### config.mk
export PLATFORM = sky130hd
export DESIGN_NAME = token_tx_ctrl
export DESIGN_NICKNAME = d
export VERILOG_FILES = /design/src/rtl/usb_tok_pkg.sv /design/src/rtl/token_tx_fsm.sv /design/src/rtl/token_tx_ctrl.sv
export SDC_FILE = /design/constraint.sdc
export NUM_CORES = 1
export LEC_CHECK = 0
export BUFFER_PORTS_ARGS = -buffer_cell sky130_fd_sc_hd__buf_2
export CAP_MARGIN = 20
export CORE_MARGIN = 2
export CORE_UTILIZATION = 40
export DETAILED_ROUTE_END_ITERATION = 10
export SYNTH_ARGS = -nofsm -noshare
export SYNTH_HDL_FRONTEND = slang
export SYNTH_SLANG_ARGS = --single-unit
### constraint.sdc
create_clock -name clk -period 2.6 [get_ports clk]
set_input_delay 0.78 -clock clk [delete_from_list [all_inputs] [get_ports clk]]
set_output_delay 0.78 -clock clk [all_outputs]
set_load 0.01 [all_outputs]
### src/rtl/usb_tok_pkg.sv
// Shared definitions for the USB token transmitter: FSM states, field
// widths and the latched request layout.
package usb_tok_pkg;

    localparam int PID_BITS   = 8;
    localparam int FIELD_BITS = 11;
    localparam int CRC_BITS   = 5;
    localparam int CNT_W      = 5;

    // Counter values marking the last cycle/bit of each phase.
    localparam logic [CNT_W-1:0] PID_LAST   = CNT_W'(PID_BITS - 1);
    localparam logic [CNT_W-1:0] FIELD_LAST = CNT_W'(FIELD_BITS - 1);
    localparam logic [CNT_W-1:0] CRC_LAST   = CNT_W'(CRC_BITS - 1);

    typedef enum logic [2:0] {
        ST_IDLE     = 3'd0,
        ST_PID      = 3'd1,
        ST_FEED     = 3'd2,
        ST_WAIT_CRC = 3'd3,
        ST_CRC      = 3'd4,
        ST_REL      = 3'd5
    } tok_state_e;

    typedef struct packed {
        logic [3:0] pid;
        logic [6:0] addr;
        logic [3:0] endp;
    } tok_fields_t;

    // PID byte as it goes on the wire: pid[0] first, ~pid[3] last.
    function automatic logic [PID_BITS-1:0] pid_byte(input logic [3:0] pid);
        return {~pid, pid};
    endfunction

endpackage

### src/rtl/token_tx_fsm.sv
// Token transmit sequencer: state register plus next-state and output
// decode. The phase counter lives in the parent; this block tells it when
// to advance, and exposes current/next state so the parent can clear the
// counter on every state entry.
module token_tx_fsm
    import usb_tok_pkg::*;
#(
    parameter int TIMEOUT = 16
) (
    input  logic             clk,
    input  logic             rst_n,
    input  logic             tok_valid_i,
    input  tok_fields_t      fields_i,
    input  logic [CNT_W-1:0] cnt_i,
    input  logic             crc5_out_i,
    input  logic             crc5_ready_i,
    input  logic             crc5_done_i,
    output tok_state_e       state_o,
    output tok_state_e       state_next_o,
    output logic             cnt_inc_o,
    output logic             tok_ready_o,
    output logic             tok_done_o,
    output logic             tok_err_o,
    output logic             tx_bit_o,
    output logic             tx_valid_o,
    output logic             tx_sop_o,
    output logic             tx_eop_o,
    output logic             crc5_start_o,
    output logic             crc_s_in_o,
    output logic             crc5_rec_o
);

    // TIMEOUT must fit the 5-bit phase counter (1..31).
    localparam logic [CNT_W-1:0] TIMEOUT_CNT = CNT_W'(TIMEOUT);

    tok_state_e state_q, state_d;
    logic [PID_BITS-1:0]   pid_vec;
    logic [FIELD_BITS-1:0] fld_vec;

    assign pid_vec      = pid_byte(fields_i.pid);
    assign fld_vec      = {fields_i.endp, fields_i.addr};
    assign state_o      = state_q;
    assign state_next_o = state_d;

    // State register; reset lands in IDLE from any state, mid-token included.
    always_ff @(posedge clk or negedge rst_n) begin
        if (!rst_n) begin
            state_q <= ST_IDLE;
        end else begin
            state_q <= state_d;
        end
    end

    // Next-state and output decode; every output defaults low each cycle.
    always_comb begin
        state_d      = state_q;
        cnt_inc_o    = 1'b0;
        tok_ready_o  = 1'b0;
        tok_done_o   = 1'b0;
        tok_err_o    = 1'b0;
        tx_bit_o     = 1'b0;
        tx_valid_o   = 1'b0;
        tx_sop_o     = 1'b0;
        tx_eop_o     = 1'b0;
        crc5_start_o = 1'b0;
        crc_s_in_o   = 1'b0;
        crc5_rec_o   = 1'b0;
        case (state_q)
            ST_IDLE: begin
                tok_ready_o = 1'b1;
                if (tok_valid_i) begin
                    state_d = ST_PID;
                end
            end
            ST_PID: begin
                tx_valid_o = 1'b1;
                tx_bit_o   = pid_vec[cnt_i[2:0]];
                tx_sop_o   = (cnt_i == '0);
                cnt_inc_o  = 1'b1;
                if (cnt_i == PID_LAST) begin
                    // Start the CRC engine so it is primed for the first field bit.
                    crc5_start_o = 1'b1;
                    state_d      = ST_FEED;
                end
            end
            ST_FEED: begin
                tx_valid_o = 1'b1;
                tx_bit_o   = fld_vec[cnt_i[3:0]];
                crc_s_in_o = fld_vec[cnt_i[3:0]];
                cnt_inc_o  = 1'b1;
                if (cnt_i == FIELD_LAST) begin
                    state_d = ST_WAIT_CRC;
                end
            end
            ST_WAIT_CRC: begin
                cnt_inc_o = 1'b1;
                if (crc5_ready_i) begin
                    state_d = ST_CRC;
                end else if (cnt_i == TIMEOUT_CNT) begin
                    tok_err_o = 1'b1;
                    state_d   = ST_IDLE;
                end
            end
            ST_CRC: begin
                // The engine paces the CRC bits; a low ready simply stalls.
                tx_bit_o   = crc5_out_i;
                tx_valid_o = crc5_ready_i;
                if (crc5_ready_i) begin
                    cnt_inc_o = 1'b1;
                    if (cnt_i == CRC_LAST) begin
                        tx_eop_o = 1'b1;
                        state_d  = ST_REL;
                    end
                end
            end
            ST_REL: begin
                if (crc5_done_i) begin
                    crc5_rec_o = 1'b1;
                    tok_done_o = 1'b1;
                    state_d    = ST_IDLE;
                end
            end
            default: begin
                state_d = ST_IDLE;
            end
        endcase
    end

endmodule

### src/rtl/token_tx_ctrl.sv
// USB token transmitter top: latches the request, owns the phase counter
// and wires the sequencer to the serial line and the external CRC5 engine.
//
// Request handshake: a token is accepted on a rising edge where tok_valid
// and tok_ready are both high. tok_ready is high only while idle, so
// tok_valid is ignored for the whole token; the latched fields then stay
// constant until the next acceptance.
module token_tx_ctrl
    import usb_tok_pkg::*;
#(
    parameter int TIMEOUT = 16
) (
    input  logic       clk,
    input  logic       rst_n,
    input  logic       tok_valid,
    input  logic [3:0] tok_pid,
    input  logic [6:0] tok_addr,
    input  logic [3:0] tok_endp,
    output logic       tok_ready,
    output logic       tok_done,
    output logic       tok_err,
    output logic       tx_bit,
    output logic       tx_valid,
    output logic       tx_sop,
    output logic       tx_eop,
    output logic       crc5_start,
    output logic       crc_s_in,
    output logic       crc5_rec,
    input  logic       crc5_out,
    input  logic       crc5_ready,
    input  logic       crc5_done
);

    tok_fields_t      fields_q, fields_d;
    logic [CNT_W-1:0] cnt_q, cnt_d;
    tok_state_e       state_q, state_d;
    logic             cnt_inc;
    logic             tok_ready_w;

    token_tx_fsm #(
        .TIMEOUT(TIMEOUT)
    ) u_fsm (
        .clk         (clk),
        .rst_n       (rst_n),
        .tok_valid_i (tok_valid),
        .fields_i    (fields_q),
        .cnt_i       (cnt_q),
        .crc5_out_i  (crc5_out),
        .crc5_ready_i(crc5_ready),
        .crc5_done_i (crc5_done),
        .state_o     (state_q),
        .state_next_o(state_d),
        .cnt_inc_o   (cnt_inc),
        .tok_ready_o (tok_ready_w),
        .tok_done_o  (tok_done),
        .tok_err_o   (tok_err),
        .tx_bit_o    (tx_bit),
        .tx_valid_o  (tx_valid),
        .tx_sop_o    (tx_sop),
        .tx_eop_o    (tx_eop),
        .crc5_start_o(crc5_start),
        .crc_s_in_o  (crc_s_in),
        .crc5_rec_o  (crc5_rec)
    );

    assign tok_ready = tok_ready_w;

    // Capture the request fields only on an accepted handshake.
    always_comb begin
        fields_d = fields_q;
        if (tok_valid && tok_ready_w) begin
            fields_d = {tok_pid, tok_addr, tok_endp};
        end
    end

    // Phase counter: zero on every state entry, otherwise advance on request.
    always_comb begin
        cnt_d = cnt_q;
        if (state_d != state_q) begin
            cnt_d = '0;
        end else if (cnt_inc) begin
            cnt_d = cnt_q + CNT_W'(1);
        end
    end

    // Field and counter registers, cleared asynchronously by reset.
    always_ff @(posedge clk or negedge rst_n) begin
        if (!rst_n) begin
            fields_q <= '0;
            cnt_q    <= '0;
        end else begin
            fields_q <= fields_d;
            cnt_q    <= cnt_d;
        end
    end

endmodule

==> results of run 1 <==
## flip-flops by register name, indices dropped and copies added, names as in the netlist
register       count
fields_q          15
cnt_q              5
u_fsm.state_o      3
## worst max path at each step
| stage | from | to | slack (ns) | cells after the start |
|---|---|---|---|---|
| 2_1_floorplan | cnt_q[0]$_DFFE_PN0P_ | tx_bit | 0.28 | 5 |
| 3_3_place_gp | cnt_q[0]$_DFFE_PN0P_ | tx_bit | 0.24 | 5 |
| 3_5_place_dp | cnt_q[0]$_DFFE_PN0P_ | tx_bit | 0.20 | 5 |
| 4_1_cts | cnt_q[0]$_DFFE_PN0P_ | tx_bit | -0.07 | 5 |
| 5_1_grt | cnt_q[0]$_DFFE_PN0P_ | tx_bit | -0.19 | 5 |
| 6_report | cnt_q[0]$_DFFE_PN0P_ | tx_bit | -0.03 | 5 |
## layer usage
layer | routed length [um] | track usage, %
met1 | 1240 | 20.0
met3 | 155 | 3.93
met4 | 81 | 7.22
met2 | 1360 | 25.8
met5 | 0 | 0
## through the flow
stage | power [mW] | hold WS, ns | area, um2 | worst slack, ns | utilization [%]
floorplan | 1.34 | 0.475 | 1400 | 0.283 | -
global placement | 1.52 | 0.487 | 1580 | 0.235 | 47.4
detailed placement | 1.55 | 0.495 | 1580 | 0.202 | 47.4
CTS | 1.74 | 0.437 | 1630 | -0.0705 | 48.7
global route | 1.90 | 0.460 | 1650 | -0.186 | 49.4
finish | 1.74 | 0.417 | 1650 | -0.0340 | 49.4
## timing repair
| action | 4_1_cts | 5_1_grt |
|---|---|---|
| resized for setup | 2 | 3 |
| pin swaps | 3 | 1 |
| endpoints found under the setup margin | 3 | 4 |
| buffers inserted | 2 | 2 |
## power by group through the flow
stage	clock network, mW	registers [mW]	logic [mW]
floorplan	0	0.606	0.729
global placement	0	0.692	0.825
detailed placement	0	0.702	0.844
CTS	0.175	0.689	0.877
global route	0.192	0.716	0.991
finish	0.168	0.686	0.882
## synthesized netlist by cell type, drive strengths merged, types with 3 or more instances
master | count | share of area [%]
a211oi | 5 | 2.7
nand3b | 3 | 1.6
nand2 | 8 | 2.2
mux4 | 3 | 4.8
inv | 3 | 0.81
mux2 | 15 | 12
nor2b | 3 | 1.3
nor2 | 3 | 0.81
o21ai | 5 | 1.8
ha | 3 | 2.7
buf | 8 | 4.2
dfrtp | 23 | 41
xor2 | 3 | 1.9
## kinds of logic after synthesis
logic type	count (synthesis)
flops	23
simple gates	34
fa+ha+maj	3
xor+xnor	5
buf+inv	11
mux	20
compound gates	23
## layout by cell type (no fill, tap or decap), types with 3 or more instances in the layout
cell type	count
xor2_1	3
dfrtp_2	3
dfrtp_1	20
mux2_2	15
clkbuf_4	3
a211oi_1	5
nand3b_1	3
nor2_1	3
inv_1	3
mux4_2	3
buf_4	9
nand2_1	8
o21ai_0	4
buf_2	30
## worst max-delay path: stages (launching register included)
cell,delay (ns)
dfrtp_2,0.43
mux4_2,0.51
xnor2_1,0.14
o22a_1,0.16
o211ai_1,0.15
buf_2,0.15
## cell type report
class	count	area, um2
timing repair buffer	39	218
fill	333	1690
inverter	3	11.3
tap	46	57.6
clock buffer	4	26.3
multi-input combinational	85	756
sequential	23	579
==> flow_metrics.env, run 1 <==
export IMPL_ir_worst_vdd_mv=0.436
export IMPL_p_switching_uw=652
export IMPL_routedWlPerCell_um=14.2
export IMPL_outcome="finished with violations"
export IMPL_syn_inst=119
export IMPL_grt_ovfl_total=0
export IMPL_grt_start_max_net_pins=24
export IMPL_vias=1066
export IMPL_synthesis_nets=143
export IMPL_grt_pass1_vias=1132
export IMPL_antenna_found_initial=0
export IMPL_synth_simple_gate_area_share_pct=17.0
export IMPL_gp_congestion=0.835
export IMPL_layout_min_cycle_time_ns=2.63
export IMPL_synthMuxAreaShare_pct=18.4
export IMPL_seqPwrFrac_pct=39.5
export IMPL_ctsHoldBuffers=0
export IMPL_dp_cells=192
export IMPL_clock_latency_ns=0.31
export IMPL_start_util_pct=41.8
export IMPL_power_density_nw_per_um2=1050
export IMPL_diodes=0
export IMPL_arrival_ns=1.85
export IMPL_worst_slack_ns=-0.0340
export IMPL_p_sw_share_pct=37.6
export IMPL_avgSynthCellArea_um2=11.7
export IMPL_p_leak_nw=0.721
export IMPL_synthArstFlopShare_pct=100
export IMPL_maxCapViolations=0
export IMPL_post_drt_via_cell_ratio=5.33
export IMPL_finalSetupTns_ns=-0.0340
export IMPL_slew_headroom_pct=65.4
export IMPL_synthFlopType="dfrtp_1"
export IMPL_skew_ns=0.0158
export IMPL_slew_viol_final=0
export IMPL_internal_power_mw=1.08
export IMPL_tritoncts="yes"
export IMPL_synth_top_family_by_area="multiplexers"
export IMPL_coreArea_um2=3340
export IMPL_std_cell_rows=21
export IMPL_hold_viol=0
export IMPL_ys_types=43
export IMPL_die_x_um=63.1
export IMPL_grt_pass1_wl_um=5090
export IMPL_power_frac_comb_pct=50.8
export IMPL_cts_buffer_depth=2
export IMPL_clkPwrFrac_pct=9.7
export IMPL_hp_class="in -> async"
export IMPL_ant_nets=0
export IMPL_clkSinkCount=23
export IMPL_cp_start_kind="flip-flop"
export IMPL_violations="setup timing"
export IMPL_cts_buffers=3
export IMPL_synth_edf_count=0
export IMPL_drive_above_1_share_pct=46.1
export IMPL_r2r_start="cnt_q[0]$_DFFE_PN0P_"
export IMPL_cts_clk_slew_worst_paths_ns=0.14
export IMPL_drtPass1Iterations=4
export IMPL_ys_warn_count=0
export IMPL_synthesis_area_um2=1400
export IMPL_yosysSeqAreaShare_pct=41.2
export IMPL_synthXorXnorAreaFrac_pct=3.14
export IMPL_drtIter0Drc=67
export IMPL_drc=0
export IMPL_fmax_ghz=0.380
export IMPL_ctsHtreeMaxLevel=1
export IMPL_synth_compound_area_share_pct=12.5
export IMPL_die_h_um=63.1
export IMPL_fp_dieArea_um2=3980
export IMPL_dp_hpwl_um=2170
export IMPL_grt_total_usage_pct=15.9
export IMPL_synth_adder_area_share_pct=2.69
export IMPL_io_pins=31
export IMPL_rsz0062_at_grt="yes"
export IMPL_finalNetCount=179
export IMPL_tightestPinTransition_ns=0.519
export IMPL_crit_type="reg -> out"
export IMPL_worstRegToRegCells=8
export IMPL_portBuffers=30
export IMPL_syn_to_final_growth_pct=18.0
export IMPL_cp_max_fo=4
export IMPL_endpoint_kind="primary output"
export IMPL_wl_um=2840
export IMPL_cts_root_buf="clkbuf_4"
export IMPL_r2r_end="cnt_q[4]$_DFFE_PN0P_"
export IMPL_stdcell_count=200
export IMPL_setup_viol=1
export IMPL_cp_required_ns=1.82
export IMPL_synth_seq_cells=23
export IMPL_finalCritPeriodShare_pct=101
export IMPL_rrSetupSlack_ns=0.47
Note: power is estimated with default switching activity, not from simulation.
==> run 2, diff against run 1 <==
--- a/config.mk
+++ b/config.mk
@@ -9,7 +9,9 @@
 export CAP_MARGIN = 20
 export CORE_MARGIN = 2
 export CORE_UTILIZATION = 40
+export CTS_CLUSTER_DIAMETER = 150
 export DETAILED_ROUTE_END_ITERATION = 10
 export SYNTH_ARGS = -nofsm -noshare
 export SYNTH_HDL_FRONTEND = slang
+export SYNTH_HIERARCHICAL = 1
 export SYNTH_SLANG_ARGS = --single-unit
==> constraint.sdc (replaced) <==
create_clock -name clk -period 3.1 [get_ports clk]
set_input_delay 0.93 -clock clk [delete_from_list [all_inputs] [get_ports clk]]
set_output_delay 0.93 -clock clk [all_outputs]
set_load 0.01 [all_outputs]
==> flow_metrics.env, run 2 <==
export IMPL_fp_dieArea_um2=3870
export IMPL_vias=986
export IMPL_finalNetCount=169
export IMPL_yosysTopAreaCell="dfrtp_1"
export IMPL_hold_viol=0
export IMPL_most_common_layout_cells="30 x buf_2, 22 x dfrtp_1, 10 x mux2_4"
export IMPL_critPathTopFamily="simple AND/OR/NAND/NOR gates"
export IMPL_die_h_um=62.2
export IMPL_maxCapViolations=0
export IMPL_slew_headroom_pct=64.8
export IMPL_coreArea_um2=3280
export IMPL_synth_seq_cells=23
export IMPL_hold_depth=1
export IMPL_slowest_delay_ns=0.64
export IMPL_ctsHtreeMaxLevel=1
export IMPL_synthArstFlopShare_pct=100
export IMPL_cp_start_kind="primary input"
export IMPL_ys_types=37
export IMPL_arrival_ns=2.04
export IMPL_tightestPinTransition_ns=0.528
export IMPL_portBuffers=30
export IMPL_io_pins=31
export IMPL_hold_path_end="fields_q[10]$_DFFE_PN0P_"
export IMPL_start_util_pct=41.3
export IMPL_gp_congestion=0.846
export IMPL_endpoint_kind="primary output"
export IMPL_ant_nets=0
export IMPL_power_density_nw_per_um2=864
export IMPL_antenna_found_initial=0
export IMPL_hold_path_startpoint="fields_q[10]$_DFFE_PN0P_"
export IMPL_layout_min_cycle_time_ns=2.97
export IMPL_yosysTopAreaCellShare_pct=42.5
export IMPL_post_drt_via_cell_ratio=5.14
export IMPL_synthFlopType="dfrtp_1"
export IMPL_ir_worst_vdd_mv=0.337
export IMPL_slew_viol_final=0
export IMPL_synth_edf_count=0
export IMPL_grt_total_usage_pct=14.5
export IMPL_std_cell_rows=21
export IMPL_grt_pass1_vias=958
export IMPL_rrSetupSlack_ns=0.93
export IMPL_wl_um=2600
export IMPL_finalCritPeriodShare_pct=95.8
export IMPL_yosysSeqAreaShare_pct=42.5
export IMPL_clock_latency_ns=0.31
export IMPL_avgSynthCellArea_um2=11.9
export IMPL_synth_common_cells="23 x dfrtp_1, 10 x mux2_4, 9 x nor2_1"
export IMPL_grt_ovfl_total=0
export IMPL_cp_max_fo=4
export IMPL_skew_ns=0.00451
export IMPL_worst_path_buf_inv=2
export IMPL_layout_commonest_cell="buf_2"
export IMPL_crit_path_top_delay_cell="or4bb_2"
export IMPL_finalSetupTns_ns=0
export IMPL_drtIter0Drc=34
export IMPL_crit_type="in -> out"
export IMPL_outcome="finished clean"
export IMPL_clkSinkCount=23
export IMPL_hp_class="reg -> reg"
export IMPL_p_leak_nw=0.751
export IMPL_regArea_um2=577
export IMPL_yosys_top_cells_area="dfrtp_1 42%, mux2_4 11%, mux4_2 5.0%"
export IMPL_cts_clk_slew_worst_paths_ns=0.13
export IMPL_cpMostUsedCell="buf_2"
export IMPL_ys_warn_count=6
export IMPL_cts_buffers=3
export IMPL_worstRegToRegCells=7
export IMPL_setup_viol=0
export IMPL_drive_above_1_share_pct=43.8
export IMPL_drtPass1Iterations=6
export IMPL_die_x_um=62.2
export IMPL_grt_pass1_wl_um=4520
export IMPL_synthesis_area_um2=1360
export IMPL_dp_hpwl_um=1970
export IMPL_cts_root_buf="clkbuf_4"
export IMPL_syn_inst=114
export IMPL_fmax_ghz=0.337
export IMPL_r2r_end="cnt_q[4]$_DFFE_PN0P_"
export IMPL_grt_start_max_net_pins=24
export IMPL_yosys_cell_count_top_type="dfrtp_1"
export IMPL_largest_reg_flops=15
export IMPL_r2r_start="cnt_q[3]$_DFFE_PN0P_"
export IMPL_diodes=0
export IMPL_cts_buffer_depth=2
export IMPL_routedWlPerCell_um=13.5
export IMPL_whs_ns=0.525
export IMPL_filler_cell_count=316
export IMPL_cp_required_ns=2.17
export IMPL_drc=0
export IMPL_syn_to_final_growth_pct=15.6
export IMPL_multi_input_comb_area_um2=706
export IMPL_rsz0062_at_grt="no"
export IMPL_tritoncts="yes"
export IMPL_synthesis_nets=136
export IMPL_worstPathCellList="buf_2 > or4bb_2 > nor4_2 > buf_2"
export IMPL_largest_register="fields_q"
==> run 2: worst max path at each step <==
stage | endpoint | startpoint | cells after the start | slack (ns)
after floorplan | tx_eop | crc5_ready | 2 | 0.34
after global placement | tx_eop | crc5_ready | 4 | 0.12
after detailed placement | tx_eop | crc5_ready | 4 | 0.13
after CTS | tx_bit | cnt_q[0]$_DFFE_PN0P_ | 5 | 0.09
after global routing | tx_bit | cnt_q[0]$_DFFE_PN0P_ | 5 | 0.06
final | tx_eop | crc5_ready | 4 | 0.13
==> run 2: what timing repair did <==
action,4_1_cts,5_1_grt
gates resized for setup,0,1
hold buffers,0,0
setup endpoints to repair,0,1
buffers inserted,0,0
==> run 2: logic make-up (layout without fill, tap and decap cells) <==
kind of cell    Yosys count  count (layout)  share of synthesized area (%)
simple gates             40              40                           17.5
flops                    23              23                           42.5
mux                      20              20                           21.7
compound gates           11              11                           6.19
buf+inv                  10              42                           5.45
xor+xnor                  9               9                           5.82
fa+ha+maj                 1               1                          0.923
==> run 2: metal layers <==
layer	part of all wire [%]	vias up	GRT usage, %	wire, um
met4	0.58	0	4.17	15
met3	5.9	2	4.35	152
li1	-	478	-	-
met5	0	-	0	0
met1	47	484	18.9	1210
met2	47	22	23.5	1220
==> run 2: area by class of cell <==
cell class	count	area share, %
timing repair buffer	35	12.0
clock inverter	1	0.319
sequential	23	36.8
multi-input combinational	81	45.0
inverter	3	0.719
tap	46	3.67
clock buffer	3	1.44
==> run 2: stage by stage <==
stage / setup slack (ns) / cells / util, % / power [mW] / instance area, um2
global route: 0.0552 / 192 / 47.7 / 1.47 / 1570
finish: 0.129 / 192 / 47.7 / 1.35 / 1570
global placement: 0.122 / 188 / 46.8 / 1.22 / 1540
floorplan: 0.342 / 114 / - / 1.08 / 1360
CTS: 0.0919 / 192 / 47.7 / 1.37 / 1570
detailed placement: 0.130 / 188 / 46.8 / 1.23 / 1540
==> run 2: worst reg2reg max path, stage by stage, from the launching register on <==
cell	delay [ns]
dfrtp_1	0.50
or3b_2	0.55
nor3_1	0.22
o32a_1	0.20
o221ai_1	0.15
xnor2_1	0.16
nand3_1	0.19
nor2_1	0.15
==> run 2: where the power goes <==
part,leakage (nW),switching (mW),internal (mW)
registers,0.282,0.105,0.432
logic,0.452,0.294,0.380
clock network,0.0177,0.0934,0.0481
